--- config.mk ---
export PLATFORM = sky130hd
export DESIGN_NAME = lcd_byte_writer
export DESIGN_NICKNAME = d
export VERILOG_FILES = /design/src/rtl/lcd_byte_writer.sv
export SDC_FILE = /design/constraint.sdc
export NUM_CORES = 1
export LEC_CHECK = 0
export ABC_AREA = 0
export CAP_MARGIN = 30
export CORE_ASPECT_RATIO = 1.5
export CORE_MARGIN = 2
export CORE_UTILIZATION = 53
export DETAILED_ROUTE_END_ITERATION = 8
export PLACE_DENSITY = 0.79
export SYNTH_ARGS = -nofsm -noshare
export SYNTH_HDL_FRONTEND = slang
export SYNTH_SLANG_ARGS = --single-unit
--- constraint.sdc ---
create_clock -name clk -period 3.2 [get_ports clk]
set_input_delay 0.96 -clock clk [delete_from_list [all_inputs] [get_ports clk]]
set_output_delay 0.96 -clock clk [all_outputs]
set_load 0.02 [all_outputs]
--- src/rtl/lcd_byte_writer.sv ---
// Write-timing engine for a 4-bit character LCD: sends one byte (or one nibble)
// per valid/ready request with setup, LCD_E pulse, inter-nibble gap and execution wait.
module lcd_byte_writer #(
    parameter int unsigned E_PULSE_CYCLES    = 12,
    parameter int unsigned SETUP_CYCLES      = 2,
    parameter int unsigned NIBBLE_GAP_CYCLES = 50,
    parameter int unsigned CMD_WAIT_CYCLES   = 2000,
    parameter int unsigned CLEAR_WAIT_CYCLES = 82000
) (
    input  logic       clk,
    input  logic       rst_n,
    input  logic [7:0] data_i,
    input  logic       rs_i,
    input  logic       nibble_only_i,
    input  logic       valid_i,
    output logic       ready_o,
    output logic       done_o,
    output logic       lcd_enabled_o,
    output logic       lcd_register_select_o,
    output logic       lcd_read_write_o,
    output logic       lcd_strataflash_control_o,
    output logic [3:0] lcd_data_o
);

    localparam int unsigned CNT_W = 20;

    // Counter reload values: a state lasting N cycles loads N-1 and leaves at zero.
    localparam logic [CNT_W-1:0] SETUP_LOAD = CNT_W'(SETUP_CYCLES - 1);
    localparam logic [CNT_W-1:0] PULSE_LOAD = CNT_W'(E_PULSE_CYCLES - 1);
    localparam logic [CNT_W-1:0] GAP_LOAD   = CNT_W'(NIBBLE_GAP_CYCLES - 1);
    localparam logic [CNT_W-1:0] CMD_LOAD   = CNT_W'(CMD_WAIT_CYCLES - 1);
    localparam logic [CNT_W-1:0] CLEAR_LOAD = CNT_W'(CLEAR_WAIT_CYCLES - 1);

    typedef enum logic [2:0] {
        S_IDLE,
        S_SETUP_HI,
        S_PULSE_HI,
        S_GAP,
        S_SETUP_LO,
        S_PULSE_LO,
        S_WAIT
    } state_e;

    state_e           state_q, state_d;
    logic [CNT_W-1:0] cnt_q, cnt_d;
    logic [7:0]       byte_q, byte_d;
    logic             rs_q, rs_d;
    logic             nib_q, nib_d;

    logic             ready_q, ready_d;
    logic             done_q, done_d;
    logic             e_q, e_d;
    logic             rs_out_q, rs_out_d;
    logic [3:0]       data_q, data_d;

    logic             cnt_zero;
    logic             is_clear;
    logic [CNT_W-1:0] wait_load;

    // Clear Display / Return Home (0x01..0x03 as full commands) need the long wait.
    assign cnt_zero  = (cnt_q == '0);
    assign is_clear  = !rs_q && !nib_q && (byte_q[7:2] == 6'd0) && (byte_q[1:0] != 2'd0);
    assign wait_load = is_clear ? CLEAR_LOAD : CMD_LOAD;

    always_comb begin
        state_d = state_q;
        cnt_d   = cnt_q;
        byte_d  = byte_q;
        rs_d    = rs_q;
        nib_d   = nib_q;

        case (state_q)
            S_IDLE: begin
                if (valid_i && ready_q) begin
                    byte_d  = data_i;
                    rs_d    = rs_i;
                    nib_d   = nibble_only_i;
                    state_d = S_SETUP_HI;
                    cnt_d   = SETUP_LOAD;
                end
            end
            S_SETUP_HI: begin
                if (cnt_zero) begin
                    state_d = S_PULSE_HI;
                    cnt_d   = PULSE_LOAD;
                end else begin
                    cnt_d = cnt_q - CNT_W'(1);
                end
            end
            S_PULSE_HI: begin
                if (cnt_zero) begin
                    if (nib_q) begin
                        state_d = S_WAIT;
                        cnt_d   = wait_load;
                    end else begin
                        state_d = S_GAP;
                        cnt_d   = GAP_LOAD;
                    end
                end else begin
                    cnt_d = cnt_q - CNT_W'(1);
                end
            end
            S_GAP: begin
                if (cnt_zero) begin
                    state_d = S_SETUP_LO;
                    cnt_d   = SETUP_LOAD;
                end else begin
                    cnt_d = cnt_q - CNT_W'(1);
                end
            end
            S_SETUP_LO: begin
                if (cnt_zero) begin
                    state_d = S_PULSE_LO;
                    cnt_d   = PULSE_LOAD;
                end else begin
                    cnt_d = cnt_q - CNT_W'(1);
                end
            end
            S_PULSE_LO: begin
                if (cnt_zero) begin
                    state_d = S_WAIT;
                    cnt_d   = wait_load;
                end else begin
                    cnt_d = cnt_q - CNT_W'(1);
                end
            end
            S_WAIT: begin
                if (cnt_zero) begin
                    state_d = S_IDLE;
                    cnt_d   = '0;
                end else begin
                    cnt_d = cnt_q - CNT_W'(1);
                end
            end
            default: begin
                state_d = S_IDLE;
                cnt_d   = '0;
            end
        endcase
    end

    // Pin values are decoded from the next state so they register in step with it.
    always_comb begin
        ready_d  = (state_d == S_IDLE);
        done_d   = (state_q == S_WAIT) && cnt_zero;
        e_d      = (state_d == S_PULSE_HI) || (state_d == S_PULSE_LO);
        rs_out_d = (state_d == S_IDLE) ? 1'b0 : rs_d;
        data_d   = 4'h0;
        case (state_d)
            S_SETUP_HI, S_PULSE_HI, S_GAP: data_d = byte_d[7:4];
            S_SETUP_LO, S_PULSE_LO:        data_d = byte_d[3:0];
            S_WAIT:                        data_d = data_q;
            default:                       data_d = 4'h0;
        endcase
    end

    always_ff @(posedge clk or negedge rst_n) begin
        if (!rst_n) begin
            state_q  <= S_IDLE;
            cnt_q    <= '0;
            byte_q   <= 8'h00;
            rs_q     <= 1'b0;
            nib_q    <= 1'b0;
            ready_q  <= 1'b0;
            done_q   <= 1'b0;
            e_q      <= 1'b0;
            rs_out_q <= 1'b0;
            data_q   <= 4'h0;
        end else begin
            state_q  <= state_d;
            cnt_q    <= cnt_d;
            byte_q   <= byte_d;
            rs_q     <= rs_d;
            nib_q    <= nib_d;
            ready_q  <= ready_d;
            done_q   <= done_d;
            e_q      <= e_d;
            rs_out_q <= rs_out_d;
            data_q   <= data_d;
        end
    end

    assign ready_o                   = ready_q;
    assign done_o                    = done_q;
    assign lcd_enabled_o             = e_q;
    assign lcd_register_select_o     = rs_out_q;
    assign lcd_data_o                = data_q;
    assign lcd_read_write_o          = 1'b0;
    assign lcd_strataflash_control_o = 1'b1;

endmodule

==> metrics.txt <==
clock-pin slew reported for the worst setup and hold paths after clock tree synthesis=0.08 ns; post-synthesis share of cell area spent on full adders, half adders and majority gates=0.005120; type of element capturing the critical path=register; width of the die=59.44 um; Filler cells=between 300 and 400; Arrival @ worst endpoint=between 2 and 3 ns; critical setup path kind=reg -> reg; utilization after layout=0.6235; vias in the first global route=2155; crit path from=cnt_q[0]; global-route wire length before repair=just over 10000 um; IO Count=23; EDFF count, synth=0; total half-perimeter wirelength after legalization and detailed placement=approximately 4600 um; pin count of the biggest net entering global routing=42; fraction of the yosys area taken by sequential cells=0.4199; Avg Cell Area, Syn=~9 um^2; vertical die dimension=87.16 um; setup_tns=0 ns; part of the power in registers=0.591; DRC=0; Worst Max-Slew Pin Slew=about 0.65 ns; Final GP Congestion=0.8607; DR WL/cell=roughly 18 um; cell chosen for the clock root=sky130_fd_sc_hd__clkbuf_8; number of standard cells after synthesis=264; highest-count cells in the layout ignoring fill and taps=41 x sky130_fd_sc_hd__dfrtp_1, 21 x sky130_fd_sc_hd__nand2_1, 19 x sky130_fd_sc_hd__clkdlybuf4s50_1, 17 x sky130_fd_sc_hd__nor2_1, 16 x sky130_fd_sc_hd__inv_1; Inserted Diodes=0; worst-case vdd ir drop=0.0002202 V; remaining global-route overflow=0; clk_lat worst skew=0.30 ns; met2 track demand over resource in global routing=0.4655; number of cells upsized or downsized after cts=0; number of port buffers=20; run status=complete, no violations; upper clock frequency limit=a little under 400 MHz; smallest hold slack=between 0.5 and 0.6 ns; first drt pass iteration count=5; maximum level of the CTS H-tree=2; startpoint of the lowest-slack register-to-register path=cnt_q[0]; Combinational Power Share=0.034; fraction of layout instances using a drive strength above 1=0.1271; Worst EP required=3.37 ns; endpoint of the lowest-slack register-to-register path=cnt_q[1]; GR met3 Demand/Resource=0.02972; clock period minus final worst setup slack=2.588 ns; clock network fraction of total power=0.376; core region area=roughly 4500 um^2; most frequent standard cell in the layout excluding fill and tap cells=sky130_fd_sc_hd__dfrtp_1; number of setup buffers added after CTS=0; number of distinct library cells after synthesis=61; Leakage=0.001139 uW; Worst Setup EP=cnt_q[1]; setup skew after layout=roughly 0.0054 ns; number of hold buffers added after CTS=0; total of flip-flops plus latches after synthesis=41; internal power=~700 uW; total global routing track utilization=0.2591; peak-usage layer in the global routing report=met2; vias per std cell=6.372; startpoint kind of the worst setup timing path=register; DRC violation total after the first TritonRoute iteration=117; cell area after synthesis=2444 um^2; Synth Net Count=278; Layout area overhead=13.98%; number of stages on the worst hold path=1; internal reg-to-reg setup slack=0.61 ns; mux cell area share after synthesis=0.04301; RSZ-0062 raised after global routing=no; share of synthesized cell area in and, or, nand and nor gates=0.2637; CTS tree=yes; post-layout net count=around 300; Clock Tree Buf Depth=2; cell area power density=314.7 nW/um^2; setup slack at placement=0.4989 ns; total vias in the final route=approximately 2200; Compound-Gate Fraction of Synth Area=0.1987; total net switching power=just under 200 uW; max cap viols=0; kind of path behind the tightest hold check=reg -> reg; post-synthesis share of cell area spent on xor and xnor gates=0.01075; worst max-slew margin expressed relative to the limit=0.5632; part of the cycle the worst path needs=0.8086; fraction of synthesis flops using an asynchronous set or reset pin=1.000; switching share of total power=0.2201; number of max-slew violations in the final report=0; area of all placed cells without fillers=2785 um^2; cell area reported after detailed placement=2683 um^2; Initial Utilization=0.5471; total wire length=6080 um; met1 routing resource usage after global routing=0.2964; hold violation total from the final report=0; r2r worst-path depth=7; post-route antenna net violation count=0; number of clock sinks=41; CP Max Fanout=7; Worst Slack Setup Final=0.6124 ns; FP Rows=30; Die Area=5181 um^2; Finish-stage setup viols=0; antenna violations before repair=0; largest family of logic cells by synthesized area=simple AND/OR/NAND/NOR gates; number of buffers created by CTS=5; primary flip-flop cell chosen by synthesis mapping=sky130_fd_sc_hd__dfrtp_1; Warnings, synthesis=0
## registers in the layout (all words and copies together) (netlist names), 3 cells and up
signal / cells
state_q: 3
lcd_data_o: 4
byte_q: 8
cnt_q: 20
## cell type report
| type | count | area [um^2] | area share |
|---|---|---|---|
| Multi-Input combinational cell | 197 | 1281 | 0.4600 |
| Tap cell | 48 | 60.06 | 0.02156 |
| Timing Repair Buffer | 29 | 275.3 | 0.09883 |
| Clock inverter | 2 | 10.01 | 0.003594 |
| Sequential cell | 41 | 1026 | 0.3684 |
| Inverter | 16 | 60.06 | 0.02156 |
| Clock buffer | 6 | 72.57 | 0.02606 |
## routing by layer
layer,vias to the layer above,routed length (um)
met5,-,0
met4,0,148
met3,16,237
met2,68,3373
met1,1037,2319
li1,1039,-
## worst min-delay path by stage
stage	start	to	slack [ns]
after floorplan	rs_q	rs_q	0.46
after global placement	byte_q[2]	byte_q[2]	0.50
after detailed placement	byte_q[2]	byte_q[2]	0.50
after CTS	byte_q[2]	byte_q[2]	0.52
after global routing	cnt_q[19]	cnt_q[19]	0.53
final	cnt_q[19]	cnt_q[19]	0.52
## per-stage QoR
stage	power, uW	instances
after floorplan	532.2	264
after global placement	555.0	330
after detailed placement	555.2	330
after CTS	879.1	338
after global routing	902.7	339
final	876.5	339
## cell families (layout without fill, tap and decap cells)
family / count (synthesis) / after routing
compound gates: 69 / 69
flops: 41 / 41
xor+xnor: 3 / 3
buf+inv: 26 / 53
other cells: 2 / 2
mux: 10 / 10
fa+ha+maj: 1 / 1
simple gates: 112 / 112
## power groups by stage
stage,clock network (uW),registers [uW],logic [uW]
2_1_floorplan,0,528,4.10
5_1_grt,352,518,33.1
6_report,329,518,29.5
3_5_place_dp,0,528,27.3
4_1_cts,334,518,27.3
3_3_place_gp,0,528,27.1
## critical path: stages (launching register included)
cell and delay (ns):
sky130_fd_sc_hd__dfrtp_1 0.41, sky130_fd_sc_hd__inv_1 0.12, sky130_fd_sc_hd__ha_1 0.21, sky130_fd_sc_hd__or4b_4 0.52
sky130_fd_sc_hd__nor4_4 0.44, sky130_fd_sc_hd__nand2_2 0.22, sky130_fd_sc_hd__a2111oi_4 0.38, sky130_fd_sc_hd__o22ai_1 0.14
## cells in the mapped netlist, types with 6 or more instances
cell type	instances	share of area
sky130_fd_sc_hd__dfrtp_1	41	0.42
sky130_fd_sc_hd__inv_1	16	0.025
sky130_fd_sc_hd__nor4_1	14	0.036
sky130_fd_sc_hd__o21ai_0	15	0.031
sky130_fd_sc_hd__o22ai_1	7	0.018
sky130_fd_sc_hd__nor2_1	17	0.026
sky130_fd_sc_hd__nand4_1	7	0.018
sky130_fd_sc_hd__nand2_1	21	0.032
sky130_fd_sc_hd__o221ai_1	6	0.022
sky130_fd_sc_hd__nor3_1	7	0.014
sky130_fd_sc_hd__mux2i_1	6	0.025
sky130_fd_sc_hd__nand3_1	15	0.031
sky130_fd_sc_hd__a21oi_1	10	0.020
sky130_fd_sc_hd__nand2b_1	6	0.015
Power figures use the tool's default switching activity.
